### config.mk
export PLATFORM = sky130hd
export DESIGN_NAME = hazard_stall_unit_flat
export DESIGN_NICKNAME = d
export VERILOG_FILES = /design/src/rtl/hazard_stall_unit_if.sv /design/src/rtl/hazard_stall_unit.sv /design/src/flat_wrapper.sv
export SDC_FILE = /design/constraint.sdc
export NUM_CORES = 1
export LEC_CHECK = 0
export ABC_AREA = 1
export BUFFER_PORTS_ARGS = -buffer_cell sky130_fd_sc_hd__buf_2
export CORE_UTILIZATION = 46
export DETAILED_ROUTE_END_ITERATION = 10
export PLACE_DENSITY = 0.81
export SYNTH_ARGS = -nofsm -noshare
export SYNTH_HDL_FRONTEND = slang
export SYNTH_SLANG_ARGS = --single-unit
export TNS_END_PERCENT = 100
### constraint.sdc
create_clock -name clk -period 1.8 [get_ports clk]
set_clock_uncertainty 0.05 [all_clocks]
set_input_delay 0.54 -clock clk [delete_from_list [all_inputs] [get_ports clk]]
set_output_delay 0.54 -clock clk [all_outputs]
set_load 0.01 [all_outputs]
### src/rtl/hazard_stall_unit_if.sv
// ----------------------------------------------------------------------------
// hazard_stall_unit_if
// Purpose : bundles the decode / execute / memory hazard fields and the stall
//           controls exchanged between the pipeline and hazard_stall_unit.
// Modports:
//   master - pipeline side: drives the hazard fields and receives the controls
//   slave  - hazard unit side: samples the hazard fields and drives the controls
// Signals :
//   RS1__IF_ID, RS2__IF_ID         source registers of the decode instruction
//   use_rs1_IF_ID, use_rs2_IF_ID   decode instruction actually reads rs1 / rs2
//   RD__ID_EX, WB__ID_EX           destination / write-back of the EX instruction
//   mem_2_reg_ID_EX, is_mult_ID_EX EX instruction is a load / a multiply
//   RD__EX_MEM, WB__EX_MEM         destination / write-back of the MEM instruction
//   mem_2_reg_EX_MEM               MEM instruction is a load
//   pc_write, if_id_write, id_ex_write       pipeline register write enables
//   id_ex_bubble, ex_mem_bubble              NOP insertion controls
//   mult_busy                                multiply stall active this cycle
// ----------------------------------------------------------------------------
interface hazard_stall_unit_if;
    logic [4:0] RS1__IF_ID;
    logic [4:0] RS2__IF_ID;
    logic       use_rs1_IF_ID;
    logic       use_rs2_IF_ID;
    logic [4:0] RD__ID_EX;
    logic       WB__ID_EX;
    logic       mem_2_reg_ID_EX;
    logic       is_mult_ID_EX;
    logic [4:0] RD__EX_MEM;
    logic       WB__EX_MEM;
    logic       mem_2_reg_EX_MEM;
    logic       pc_write;
    logic       if_id_write;
    logic       id_ex_write;
    logic       id_ex_bubble;
    logic       ex_mem_bubble;
    logic       mult_busy;

    modport master (
        output RS1__IF_ID, RS2__IF_ID, use_rs1_IF_ID, use_rs2_IF_ID,
        output RD__ID_EX, WB__ID_EX, mem_2_reg_ID_EX, is_mult_ID_EX,
        output RD__EX_MEM, WB__EX_MEM, mem_2_reg_EX_MEM,
        input  pc_write, if_id_write, id_ex_write,
        input  id_ex_bubble, ex_mem_bubble, mult_busy
    );

    modport slave (
        input  RS1__IF_ID, RS2__IF_ID, use_rs1_IF_ID, use_rs2_IF_ID,
        input  RD__ID_EX, WB__ID_EX, mem_2_reg_ID_EX, is_mult_ID_EX,
        input  RD__EX_MEM, WB__EX_MEM, mem_2_reg_EX_MEM,
        output pc_write, if_id_write, id_ex_write,
        output id_ex_bubble, ex_mem_bubble, mult_busy
    );
endinterface

### src/rtl/hazard_stall_unit.sv
// ----------------------------------------------------------------------------
// hazard_stall_unit
// Purpose : stall / bubble controller for the 5-stage core. Resolves load-use
//           hazards that forwarding cannot cover (loads are never forwarded
//           out of EX/MEM) and freezes the front end while a multi-cycle
//           multiply occupies EX.
// Ports   :
//   clk  - core clock, rising edge
//   rst  - synchronous, active-high reset
//   bus  - hazard_stall_unit_if.slave: hazard fields in, stall controls out
//   stall_cycles (only with HAZARD_STALL_CNT_EN) - 32-bit count of cycles
//                  with pc_write=0, wraps, cleared by rst
// Parameters:
//   MULT_LATENCY - cycles a multiply occupies EX (1..16)
//   CNT_W        - multiply countdown width, 2^CNT_W >= MULT_LATENCY
// Optional feature macro: HAZARD_STALL_CNT_EN
// ----------------------------------------------------------------------------
module hazard_stall_unit #(
    parameter int MULT_LATENCY = 4,
    parameter int CNT_W        = 4
) (
    input  logic                 clk,
    input  logic                 rst,
`ifdef HAZARD_STALL_CNT_EN
    output logic [31:0]          stall_cycles,
`endif
    hazard_stall_unit_if.slave   bus
);

    typedef enum logic [1:0] {
        IDLE = 2'd0,
        BUSY = 2'd1,
        DONE = 2'd2
    } state_t;

    // BUSY lasts MULT_LATENCY-2 cycles; the trigger cycle in IDLE is the
    // first stalled cycle and DONE is the final, unstalled cycle in EX.
    localparam int              CNT_LOAD_I = (MULT_LATENCY > 2) ? (MULT_LATENCY - 2) : 0;
    localparam logic [CNT_W-1:0] CNT_LOAD  = CNT_W'(CNT_LOAD_I);

    state_t           state_q, state_d;
    logic [CNT_W-1:0] cnt_q, cnt_d;

    logic hz_ex;
    logic hz_mem;
    logic load_stall;
    logic mult_trig;
    logic mult_stall;

    // ------------------------------------------------------------------
    // Hazard detection (x0 is excluded since it is never really written)
    // ------------------------------------------------------------------
    always_comb begin
        hz_ex = bus.mem_2_reg_ID_EX && bus.WB__ID_EX && (bus.RD__ID_EX != 5'd0) &&
                ((bus.use_rs1_IF_ID && (bus.RS1__IF_ID == bus.RD__ID_EX)) ||
                 (bus.use_rs2_IF_ID && (bus.RS2__IF_ID == bus.RD__ID_EX)));
        hz_mem = bus.mem_2_reg_EX_MEM && bus.WB__EX_MEM && (bus.RD__EX_MEM != 5'd0) &&
                 ((bus.use_rs1_IF_ID && (bus.RS1__IF_ID == bus.RD__EX_MEM)) ||
                  (bus.use_rs2_IF_ID && (bus.RS2__IF_ID == bus.RD__EX_MEM)));
        load_stall = hz_ex || hz_mem;
    end

    // ------------------------------------------------------------------
    // Multiply FSM: next state
    // ------------------------------------------------------------------
    always_comb begin
        state_d   = state_q;
        cnt_d     = cnt_q;
        mult_trig = (state_q == IDLE) && bus.is_mult_ID_EX && (MULT_LATENCY > 1);
        case (state_q)
            IDLE: begin
                if (mult_trig) begin
                    if (MULT_LATENCY > 2) begin
                        state_d = BUSY;
                        cnt_d   = CNT_LOAD;
                    end else begin
                        state_d = DONE;
                    end
                end
            end
            BUSY: begin
                // cnt_q counts the BUSY cycles still to go, this one included
                if (cnt_q <= CNT_W'(1)) begin
                    state_d = DONE;
                    cnt_d   = '0;
                end else begin
                    cnt_d = cnt_q - CNT_W'(1);
                end
            end
            DONE: begin
                // The same multiply is leaving EX; its is_mult is not a new one
                state_d = IDLE;
            end
            default: begin
                state_d = IDLE;
                cnt_d   = '0;
            end
        endcase
        mult_stall = mult_trig || (state_q == BUSY);
    end

    always_ff @(posedge clk) begin
        if (rst) begin
            state_q <= IDLE;
            cnt_q   <= '0;
        end else begin
            state_q <= state_d;
            cnt_q   <= cnt_d;
        end
    end

    // ------------------------------------------------------------------
    // Stall controls: multiply stall outranks the load-use stall
    // ------------------------------------------------------------------
    always_comb begin
        bus.pc_write      = 1'b1;
        bus.if_id_write   = 1'b1;
        bus.id_ex_write   = 1'b1;
        bus.id_ex_bubble  = 1'b0;
        bus.ex_mem_bubble = 1'b0;
        bus.mult_busy     = 1'b0;
        if (!rst) begin
            if (mult_stall) begin
                bus.pc_write      = 1'b0;
                bus.if_id_write   = 1'b0;
                bus.id_ex_write   = 1'b0;
                bus.ex_mem_bubble = 1'b1;
                bus.mult_busy     = 1'b1;
            end else if (load_stall) begin
                bus.pc_write      = 1'b0;
                bus.if_id_write   = 1'b0;
                bus.id_ex_bubble  = 1'b1;
            end
        end
    end

`ifdef HAZARD_STALL_CNT_EN
    logic [31:0] stall_cycles_q, stall_cycles_d;

    always_comb begin
        stall_cycles_d = stall_cycles_q;
        if (!bus.pc_write) begin
            stall_cycles_d = stall_cycles_q + 32'd1;
        end
    end

    always_ff @(posedge clk) begin
        if (rst) begin
            stall_cycles_q <= '0;
        end else begin
            stall_cycles_q <= stall_cycles_d;
        end
    end

    assign stall_cycles = stall_cycles_q;
`endif

endmodule
### src/flat_wrapper.sv
// flat-port wrapper written by rule: the top's interface ports become plain ports
module hazard_stall_unit_flat 
#(
    parameter int MULT_LATENCY = 4,
    parameter int CNT_W        = 4
)
  (clk, rst, bus_RS1__IF_ID, bus_RS2__IF_ID, bus_use_rs1_IF_ID, bus_use_rs2_IF_ID, bus_RD__ID_EX, bus_WB__ID_EX, bus_mem_2_reg_ID_EX, bus_is_mult_ID_EX, bus_RD__EX_MEM, bus_WB__EX_MEM, bus_mem_2_reg_EX_MEM, bus_pc_write, bus_if_id_write, bus_id_ex_write, bus_id_ex_bubble, bus_ex_mem_bubble, bus_mult_busy);
  hazard_stall_unit_if bus_i ();
  input  logic clk;
  input  logic rst;
  input wire logic [$bits(bus_i.RS1__IF_ID)-1:0] bus_RS1__IF_ID;
  input wire logic [$bits(bus_i.RS2__IF_ID)-1:0] bus_RS2__IF_ID;
  input wire logic [$bits(bus_i.use_rs1_IF_ID)-1:0] bus_use_rs1_IF_ID;
  input wire logic [$bits(bus_i.use_rs2_IF_ID)-1:0] bus_use_rs2_IF_ID;
  input wire logic [$bits(bus_i.RD__ID_EX)-1:0] bus_RD__ID_EX;
  input wire logic [$bits(bus_i.WB__ID_EX)-1:0] bus_WB__ID_EX;
  input wire logic [$bits(bus_i.mem_2_reg_ID_EX)-1:0] bus_mem_2_reg_ID_EX;
  input wire logic [$bits(bus_i.is_mult_ID_EX)-1:0] bus_is_mult_ID_EX;
  input wire logic [$bits(bus_i.RD__EX_MEM)-1:0] bus_RD__EX_MEM;
  input wire logic [$bits(bus_i.WB__EX_MEM)-1:0] bus_WB__EX_MEM;
  input wire logic [$bits(bus_i.mem_2_reg_EX_MEM)-1:0] bus_mem_2_reg_EX_MEM;
  output wire logic [$bits(bus_i.pc_write)-1:0] bus_pc_write;
  output wire logic [$bits(bus_i.if_id_write)-1:0] bus_if_id_write;
  output wire logic [$bits(bus_i.id_ex_write)-1:0] bus_id_ex_write;
  output wire logic [$bits(bus_i.id_ex_bubble)-1:0] bus_id_ex_bubble;
  output wire logic [$bits(bus_i.ex_mem_bubble)-1:0] bus_ex_mem_bubble;
  output wire logic [$bits(bus_i.mult_busy)-1:0] bus_mult_busy;
  assign bus_i.RS1__IF_ID = bus_RS1__IF_ID;
  assign bus_i.RS2__IF_ID = bus_RS2__IF_ID;
  assign bus_i.use_rs1_IF_ID = bus_use_rs1_IF_ID;
  assign bus_i.use_rs2_IF_ID = bus_use_rs2_IF_ID;
  assign bus_i.RD__ID_EX = bus_RD__ID_EX;
  assign bus_i.WB__ID_EX = bus_WB__ID_EX;
  assign bus_i.mem_2_reg_ID_EX = bus_mem_2_reg_ID_EX;
  assign bus_i.is_mult_ID_EX = bus_is_mult_ID_EX;
  assign bus_i.RD__EX_MEM = bus_RD__EX_MEM;
  assign bus_i.WB__EX_MEM = bus_WB__EX_MEM;
  assign bus_i.mem_2_reg_EX_MEM = bus_mem_2_reg_EX_MEM;
  assign bus_pc_write = bus_i.pc_write;
  assign bus_if_id_write = bus_i.if_id_write;
  assign bus_id_ex_write = bus_i.id_ex_write;
  assign bus_id_ex_bubble = bus_i.id_ex_bubble;
  assign bus_ex_mem_bubble = bus_i.ex_mem_bubble;
  assign bus_mult_busy = bus_i.mult_busy;
  hazard_stall_unit #(.MULT_LATENCY(MULT_LATENCY), .CNT_W(CNT_W)) u_core (.clk(clk), .rst(rst), .bus(bus_i));
endmodule
**Yosys cells after proc, flatten, opt, wreduce, memory -nomap -nowiden**

Index checks and enable logic that the tools add are counted.

- Register bits: 6
- Input port bits: 29
- Output and inout port bits: 6
- Word-level logic and storage cells: 49

- Add/subtract/negate cells: 1
- Order comparisons: 1
- Eq/ne operators: 8
- Mux-type cells: 16
- Bitwise operators: 1
- Reductions and logical operators: 20

Operator list:

| cell | count |
|---|---|
| $eq 5x5->1 | 4 |
| $pmux 4 s3 | 1 |
| $logic_and 1x1->1 | 11 |
| $mux 1 | 10 |
| $reduce_bool 5->1 | 2 |
| $mux 4 | 2 |
| $le 4x1->1 const B | 1 |
| $logic_or 1x1->1 | 4 |
| $mux 2 | 2 |
| $ne 2x1->1 const B | 2 |
| $pmux 2 s2 | 1 |
| $reduce_and 2->1 | 2 |
| $sub 4x1->4 const B | 1 |
| $eq 2x1->1 const B | 1 |
| $eq 2x2->1 const B | 1 |
| $logic_not 2->1 | 1 |
| $not 1->1 | 1 |

**Logic depth before layout (Yosys ltp)**

Gate-level depths: netlist (run 1).

- Depth in word-level cells: 8
- Mapped depth: 10
- Gate-level depth less buffers: 10

**Worst setup path before layout (run 1)**

Ideal clock, no wire load.

- Kind: input -> output
- Start: in bus_RD__EX_MEM[0]
- End: out bus_pc_write
- Arrival: 1259 ps
- Required time: 1210 ps
- Path slack: -49 ps
- Stages on the path: 9
- Path buffers: 1
- Path through: inv_1 -> nor2_1 -> nor2_1 -> nand3_1 -> nand2_1 -> nand2_1 -> nand3_1 -> nand2_1 -> buf_4

- Word-level cells in the longest chain between the ends: 8
- Elaborated cells between the ends (all ways): 12
- Those cells by class: eq/ne: 2; mux: 3; reduce/logical: 7

Ends and longest elaborated chain:

| what | RTL line | source |
|---|---|---|
| start, declared | flat_wrapper.sv:19 | `input wire logic [$bits(bus_i.RD__EX_MEM)-1:0] bus_RD__EX_MEM;` |
| $eq 5x5->1, on equally long branches | hazard_stall_unit.sv:58, hazard_stall_unit.sv:59 |  |
| $logic_and 1x1->1, on equally long branches | hazard_stall_unit.sv:58, hazard_stall_unit.sv:59 |  |
| $logic_or 1x1->1 | hazard_stall_unit.sv:58 | `((bus.use_rs1_IF_ID && (bus.RS1__IF_ID == bus.RD__EX_MEM)) \|\|` |
| $logic_and 1x1->1 * | hazard_stall_unit.sv:57 | `hz_mem = bus.mem_2_reg_EX_MEM && bus.WB__EX_MEM && (bus.RD__EX_MEM != 5'd0) &&` |
| $logic_or 1x1->1 * | hazard_stall_unit.sv:60 | `load_stall = hz_ex \|\| hz_mem;` |
| $mux 1 * (3 in series) | - |  |
| end, declared | flat_wrapper.sv:22 | `output wire logic [$bits(bus_i.pc_write)-1:0] bus_pc_write;` |

Every way passes the cells marked *; elsewhere a longest branch is shown, timed or not.

**Final worst setup path (run 1)**

- Start: in bus_RD__ID_EX[4]
- End: out bus_id_ex_bubble

- Word-level cells in the longest chain between the ends: 8
- Elaborated cells between the ends (all ways): 12
- Those cells by class: eq/ne: 2; mux: 3; reduce/logical: 7

Ends and longest elaborated chain:

| what | RTL line | source |
|---|---|---|
| start, declared | flat_wrapper.sv:15 | `input wire logic [$bits(bus_i.RD__ID_EX)-1:0] bus_RD__ID_EX;` |
| $eq 5x5->1, on equally long branches | hazard_stall_unit.sv:55, hazard_stall_unit.sv:56 |  |
| $logic_and 1x1->1, on equally long branches | hazard_stall_unit.sv:55, hazard_stall_unit.sv:56 |  |
| $logic_or 1x1->1 | hazard_stall_unit.sv:55 | `((bus.use_rs1_IF_ID && (bus.RS1__IF_ID == bus.RD__ID_EX)) \|\|` |
| $logic_and 1x1->1 * | hazard_stall_unit.sv:54 | `hz_ex = bus.mem_2_reg_ID_EX && bus.WB__ID_EX && (bus.RD__ID_EX != 5'd0) &&` |
| $logic_or 1x1->1 * | hazard_stall_unit.sv:60 |  |
| $mux 1 * | hazard_stall_unit.sv:129 | `end else if (load_stall) begin` |
| $mux 1 * | hazard_stall_unit.sv:123 | `if (mult_stall) begin` |
| $mux 1 * | hazard_stall_unit.sv:122 | `if (!rst) begin` |
| end, declared | flat_wrapper.sv:25 | `output wire logic [$bits(bus_i.id_ex_bubble)-1:0] bus_id_ex_bubble;` |

Marked as above.

==> results of run 1 <==
-- placed cells by master, fill, tap and decap left out, drive strengths merged --
cell type,netlist,layout
nand2,67,67
nand4,1,1
xor2,2,2
nand3,9,9
or2,1,1
nor2,28,28
inv,32,32
nor4,1,1
a21oi,3,3
dfxtp,6,6
o21a,1,1
clkbuf,0,3
buf,2,38
o21ai,2,2
nor3,1,1
ha,2,2
-- worst min-delay path: cells and delay by family, from the launching register on --
| kind | cells | cell delay [ps] |
|---|---|---|
| AND/OR/NAND/NOR | 1 | 70 |
| AO/OA/AOI/OAI | 1 | 50 |
| flip-flops | 1 | 320 |
-- cell families (layout without fill, tap and decap cells) --
kind of cell	Yosys count	after routing	synth area share [%]
buffers and inverters	34	73	17.8
XOR/XNOR	2	2	2.31
flip-flops	6	6	15.8
AO/OA/AOI/OAI	6	6	4.29
AND/OR/NAND/NOR	108	108	56.4
adder cells (fa/ha/maj)	2	2	3.30
-- path summary, 6_finish.rpt --
| kind | start | end | slack [ps] | cells past startpoint |
|---|---|---|---|---|
| hold / removal | u_core.cnt_q[0] | u_core.cnt_q[0] | 450 | 2 |
| hold reg to reg | u_core.cnt_q[0] | u_core.cnt_q[0] | 450 | 2 |
| setup reg to reg | u_core.cnt_q[0] | u_core.cnt_q[0] | 420 | 7 |
| setup / recovery | bus_RD__ID_EX[4] | bus_id_ex_bubble | -270 | 12 |
-- routing by layer --
layer | global-route usage (%) | vias up
met3 | 2.59 | 4
li1 | - | 542
met4 | 13.1 | 0
met2 | 47.7 | 33
met1 | 26.4 | 477
met5 | 0 | -
-- report_power, final --
part | internal, mW | total (mW) | switching, mW
clock | 0.0747 | 0.112 | 0.0376
combinational | 0.141 | 0.298 | 0.157
sequential | 0.149 | 0.160 | 0.0105
-- cell usage after synthesis --
cell,n
nor2_1,27
buf_4,2
inv_1,26
or2_1,1
nand3_1,9
dfxtp_1,6
nor3_1,1
inv_2,6
ha_1,2
nor4_1,1
o21ai_1,2
o21a_1,1
nand4_1,1
xor2_1,2
nand2_1,67
a21oi_1,3
nor2_2,1
-- through the flow --
stage	area (µm²)	std cells	setup TNS [ps]	power, mW	util, %
after floorplan	769	158	-6.84	0.311	-
after global placement	963	209	-727	0.385	63.2
after detailed placement	963	209	-789	0.397	63.2
after CTS	1110	212	-573	0.546	72.8
after global routing	1190	213	-933	0.607	78.4
final	1190	213	-722	0.571	78.4
-- sequential cells by signal, summed over array words and instances, names as in the netlist --
| signal | flops |
|---|---|
| u_core.state_q | 2 |
| u_core.cnt_q | 4 |
-- cell type report --
cell class / count / share of cell area, %
clock buffers: 3 / 1.88
inverters: 32 / 10.5
multi-input cells: 118 / 46.6
flip-flops and latches: 6 / 10.1
well taps: 16 / 1.68
repair buffers: 38 / 29.3
-- repair_timing --
action                     CTS  global route
buffers inserted             0             1
gates resized for setup     33            29
setup endpoints to repair    3             6
pin swaps                   21            30
==> impl_results.md, run 1 <==
- Skew-Pair Late Insertion Delay: 230 ps
- Htree depth: 1
- DR vias/cell: 4.96
- Overflow after GRT: 0
- Die area: 0.00181 mm²
- CP endpoint kind: output port
- Crit-path leading delay family: simple AND/OR/NAND/NOR gates
- Final WS setup: -271 ps
- Wire length per cell: 11.1 µm
- Post-synthesis cell area: 758 µm²
- CTS tree: done
- IO Port Bufs: 34
- Die W: 42.6 µm
- Period utilization: 115%
- CP startpoint kind: primary input
- Crit path arrival time: 1480 ps
- Hold Crit Class: reg2reg
- Peak supply drop: 0.000456 V
- Core Area: 0.00152 mm²
- Clock sink count: 6
- Crit Path Class: in2out
- Final WL: 2350 µm
- Largest net degree at the start of global routing: 6
- FF/Latch Area: 120 µm²
- Worst path buffer plus inverter count: 3
- # fillers: 123
- Clock Path Buffers: 2
- Dominant cell type by area after synthesis: nand2_1
- Slowest cell on crit path: nor2_1
- Top sig layer: met4
- Worst-path maximum fanout: 3
- Initial antenna violation count: 0
- Cell variety after synth: 17
- Slew margin rel.: 86.4%
- Register area share after synthesis: 15.8%
- Boundary Pins: 35
- Max Fclk: 483 MHz
- Worst path most repeated cell: nand2_1
- Clock root buffer: clkbuf_4
- Nets: 230
- Layout cells sized above 1: 38.6%
- All-Layer GR Usage: 25.1%
- Initial DRC Count: 23
- Drt first pass iters: 4
- Vias post-DR: 1056
- Top post-synthesis cells by area: nand2_1 (33%), dfxtp_1 (16%), nor2_1 (13%)
- Min Tclk post-route: 2070 ps
- Slew Viols, Final: 0
- Met1 WL: 882 µm
- Dpl ws: -272 ps
- Crit-path cells: buf_6 > inv_2 > nand2_1 > nand2_1 > nor2_1 > nand3_1 > nand2_1 > nand2_1 > nand2_1 > nand2_1 > nor2_2 > buf_2
- DRC viols: 0
- Synth Warn #: 0
- Pwr per Cell Area: 477 mW/mm²
- CTS buffer count: 3
- MaxCap Viol Count: 0
- First-pass GRT wire length: 3500 µm
- Clock slew at reported path FFs: 40 ps
- Site row count: 14
- Post-synth top area share: 33.2%
- Avg Synthesized Cell Area: 4.80 µm²
- Hold Fails Final Rpt: 0
- Vias in the first global route: 924
- Met3 WL: 72 µm
- Endpoints failing setup: 3
- Hold buffer count at CTS: 0
- Initial core utilization: 49.8%
- RSZ-0062 raised after global routing: true
- Hpwl dp: 1710 µm
- Multi-input logic area: 557 µm²
- Violated checks: setup timing
- RD Place Congestion: 0.877
- Hold slack: 446 ps
- Met2 Routed Length: 1350 µm
- Yosys reg bits: 6
- Critical Path RT: 1210 ps
- Synthesized net count: 189
- N_diodes: 0
- Leakage: 0.722 nW
- Slowest Stage Delay on Critical Path: 150 ps
- Status: complete, but fails checks
- Area Overhead vs Synth: 57.6%
- Syn Inst Count: 158
- Worst-Margin Slew: 202 ps
- Die Height: 42.6 µm
- ANT nets after route: 0
Note: power is estimated with default switching activity, not from simulation.
==> inputs of run 2 (changes only) <==
--- a/config.mk
+++ b/config.mk
@@ -10,6 +10,7 @@
 export CORE_UTILIZATION = 46
 export DETAILED_ROUTE_END_ITERATION = 10
 export PLACE_DENSITY = 0.81
+export SKIP_CTS_REPAIR_TIMING = 1
 export SYNTH_ARGS = -nofsm -noshare
 export SYNTH_HDL_FRONTEND = slang
 export SYNTH_SLANG_ARGS = --single-unit
==> impl_results.md, run 2 (same netlist as run 1, synthesis figures left out) <==
- Largest registers: u_core.cnt_q: 4 flops, u_core.state_q: 2 flops
- Layout cells sized above 1: 35.5% (-3.0 points)
- Slew Viols, Final: 0 (unchanged)
- Tot Pwr: 0.550 mW (-3.6%)
- Clock sink count: 6 (unchanged)
- Overflow after GRT: 0 (unchanged)
- Site row count: 14 (unchanged)
- Initial antenna violation count: 0 (unchanged)
- Setup_tns: -700 ps (+21.8 ps)
- Clock slew at reported path FFs: 40 ps (about the same)
- Clock root buffer: clkbuf_4
- Worst-Margin Slew: 207 ps (+4.88 ps)
- Final cell count without fillers: 213 (unchanged)
- IO Port Bufs: 34 (unchanged)
- RSZ-0062 raised after global routing: true
- Final WL: 2240 µm (-4.7%)
- Clock Path Buffers: 2 (unchanged)
- DR vias/cell: 4.90 (-1.1%)
- Crit path arrival time: 1460 ps (-20 ps)
- First-pass GRT wire length: 3210 µm (-8.3%)
- FF/Latch Area: 120 µm² (unchanged)
- Vias post-DR: 1044 (-1.1%)
- DRC viols: 0 (unchanged)
- Hpwl dp: 1710 µm (unchanged)
- Worst r2r src: u_core.cnt_q[0]
- ANT nets after route: 0 (unchanged)
- Register with the most flip-flops: u_core.cnt_q
- Critical Path RT: 1210 ps (about the same)
- Period utilization: 114% (-1.3 points)
- Max FFs per register: 4 (unchanged)
- Vias in the first global route: 864 (-6.5%)
- Nets: 230 (unchanged)
- CP endpoint kind: output port
- Depth of the most critical reg-to-reg path: 7 (unchanged)
- Status: complete, but fails checks
- Violated checks: setup timing
- N_diodes: 0 (unchanged)
- Commonest non-fill, non-tap cell in the layout: nand2_1
- CTS buffer count: 3 (unchanged)
- Sink of the worst hold path: u_core.cnt_q[0]
- Hold depth: 2 (unchanged)
- Max Fclk: 488 MHz (+1.2%)
- R2R setup slack: 410 ps (about the same)
- Crit Path Class: in2out
- Hold Path Origin: u_core.cnt_q[0]
- Leakage: 0.698 nW (-3.3%)
- Die Height: 42.6 µm (unchanged)
- All-Layer GR Usage: 22.8% (-2.3 points)
- Placed cell count: 209 (unchanged)
- Boundary Pins: 35 (unchanged)
- Initial DRC Count: 37 (+61%)
- Area Overhead vs Synth: 48.2%
- Endpoints failing setup: 3 (unchanged)
- Hold Crit Class: reg2reg
- CTS tree: done
- Reg2reg end: u_core.cnt_q[0]
- Final WS setup: -247 ps (+23.9 ps)
- Core Area: 0.00152 mm² (unchanged)
- Die W: 42.6 µm (unchanged)
- Initial core utilization: 49.8% (unchanged)
- Most frequent cells in the layout: nand2_1 (60), nor2_1 (23), inv_1 (16), inv_2 (15), buf_2 (15)
- Hold Fails Final Rpt: 0 (unchanged)
- Multi-input logic area: 542 µm² (-2.7%)
- Wire length per cell: 10.5 µm (-4.7%)
- RD Place Congestion: 0.877 (unchanged)
- MaxCap Viol Count: 0 (unchanged)
- CP startpoint kind: primary input
- Die area: 0.00181 mm² (unchanged)
- Htree depth: 1 (unchanged)
- Skew-Pair Late Insertion Delay: 230 ps (about the same)
- Min Tclk post-route: 2050 ps (-23.9 ps)
- Largest net degree at the start of global routing: 6 (unchanged)
- Slew margin rel.: 86.1% (-0.29 points)
- # fillers: 118 (-4.1%)
- Peak supply drop: 0.000455 V (-0.33%)
- Pwr per Cell Area: 490 mW/mm² (+2.5%)
- Drt first pass iters: 4 (unchanged)
- Worst-path maximum fanout: 3 (unchanged)
## run 2: cell counts in the layout (fill, tap and decap cells not counted)
No cell type changed its count.
## run 2: power breakdown
group	switching, mW	internal, mW
logic	0.152	0.126
clock network	0.0376	0.0747
registers	0.0104	0.149
## run 2: critical path, cell delays in order
cell and delay (ps):
buf_4 120, nand2_1 70, nand2_1 70, nor2_2 110, nand3_1 80, nand2_1 80
nand2_1 60, nand2_1 50, nand2_1 60, nor2_2 90, buf_2 120
## run 2: area by class of cell
| cell class | instances | area share [%] |
|---|---|---|
| clock buffer | 3 | 2.00 |
| inverter | 32 | 10.9 |
| multi-input combinational | 118 | 48.2 |
| sequential | 6 | 10.7 |
| tap | 16 | 1.78 |
| timing repair buffer | 38 | 26.4 |
## run 2: how the worst max path moves through the flow
stage | from | endpoint
after global placement | bus_RD__EX_MEM[3] | bus_if_id_write
after CTS | bus_RD__EX_MEM[3] | bus_if_id_write
final | bus_RD__ID_EX[4] | bus_id_ex_bubble
after detailed placement | bus_RD__EX_MEM[3] | bus_if_id_write
after floorplan | bus_RD__ID_EX[4] | bus_pc_write
after global routing | bus_RD__ID_EX[4] | bus_id_ex_bubble
## run 2: metrics by stage
step | hold slack [ps] | area, µm² | worst slack, ps | utilization (%)
after floorplan | 406 | 769 | -6.84 | -
after global routing | 466 | 1120 | -364 | 73.7
final | 444 | 1120 | -247 | 73.7
after CTS | 450 | 986 | -276 | 64.7
after detailed placement | 444 | 963 | -272 | 63.2
after global placement | 422 | 963 | -244 | 63.2
## run 2: routing by layer
metal	global-route usage, %	part of all wire [%]
met5	0	0
met4	8.75	2.3
met1	24.5	39
met3	2.59	4.2
met2	44.3	55
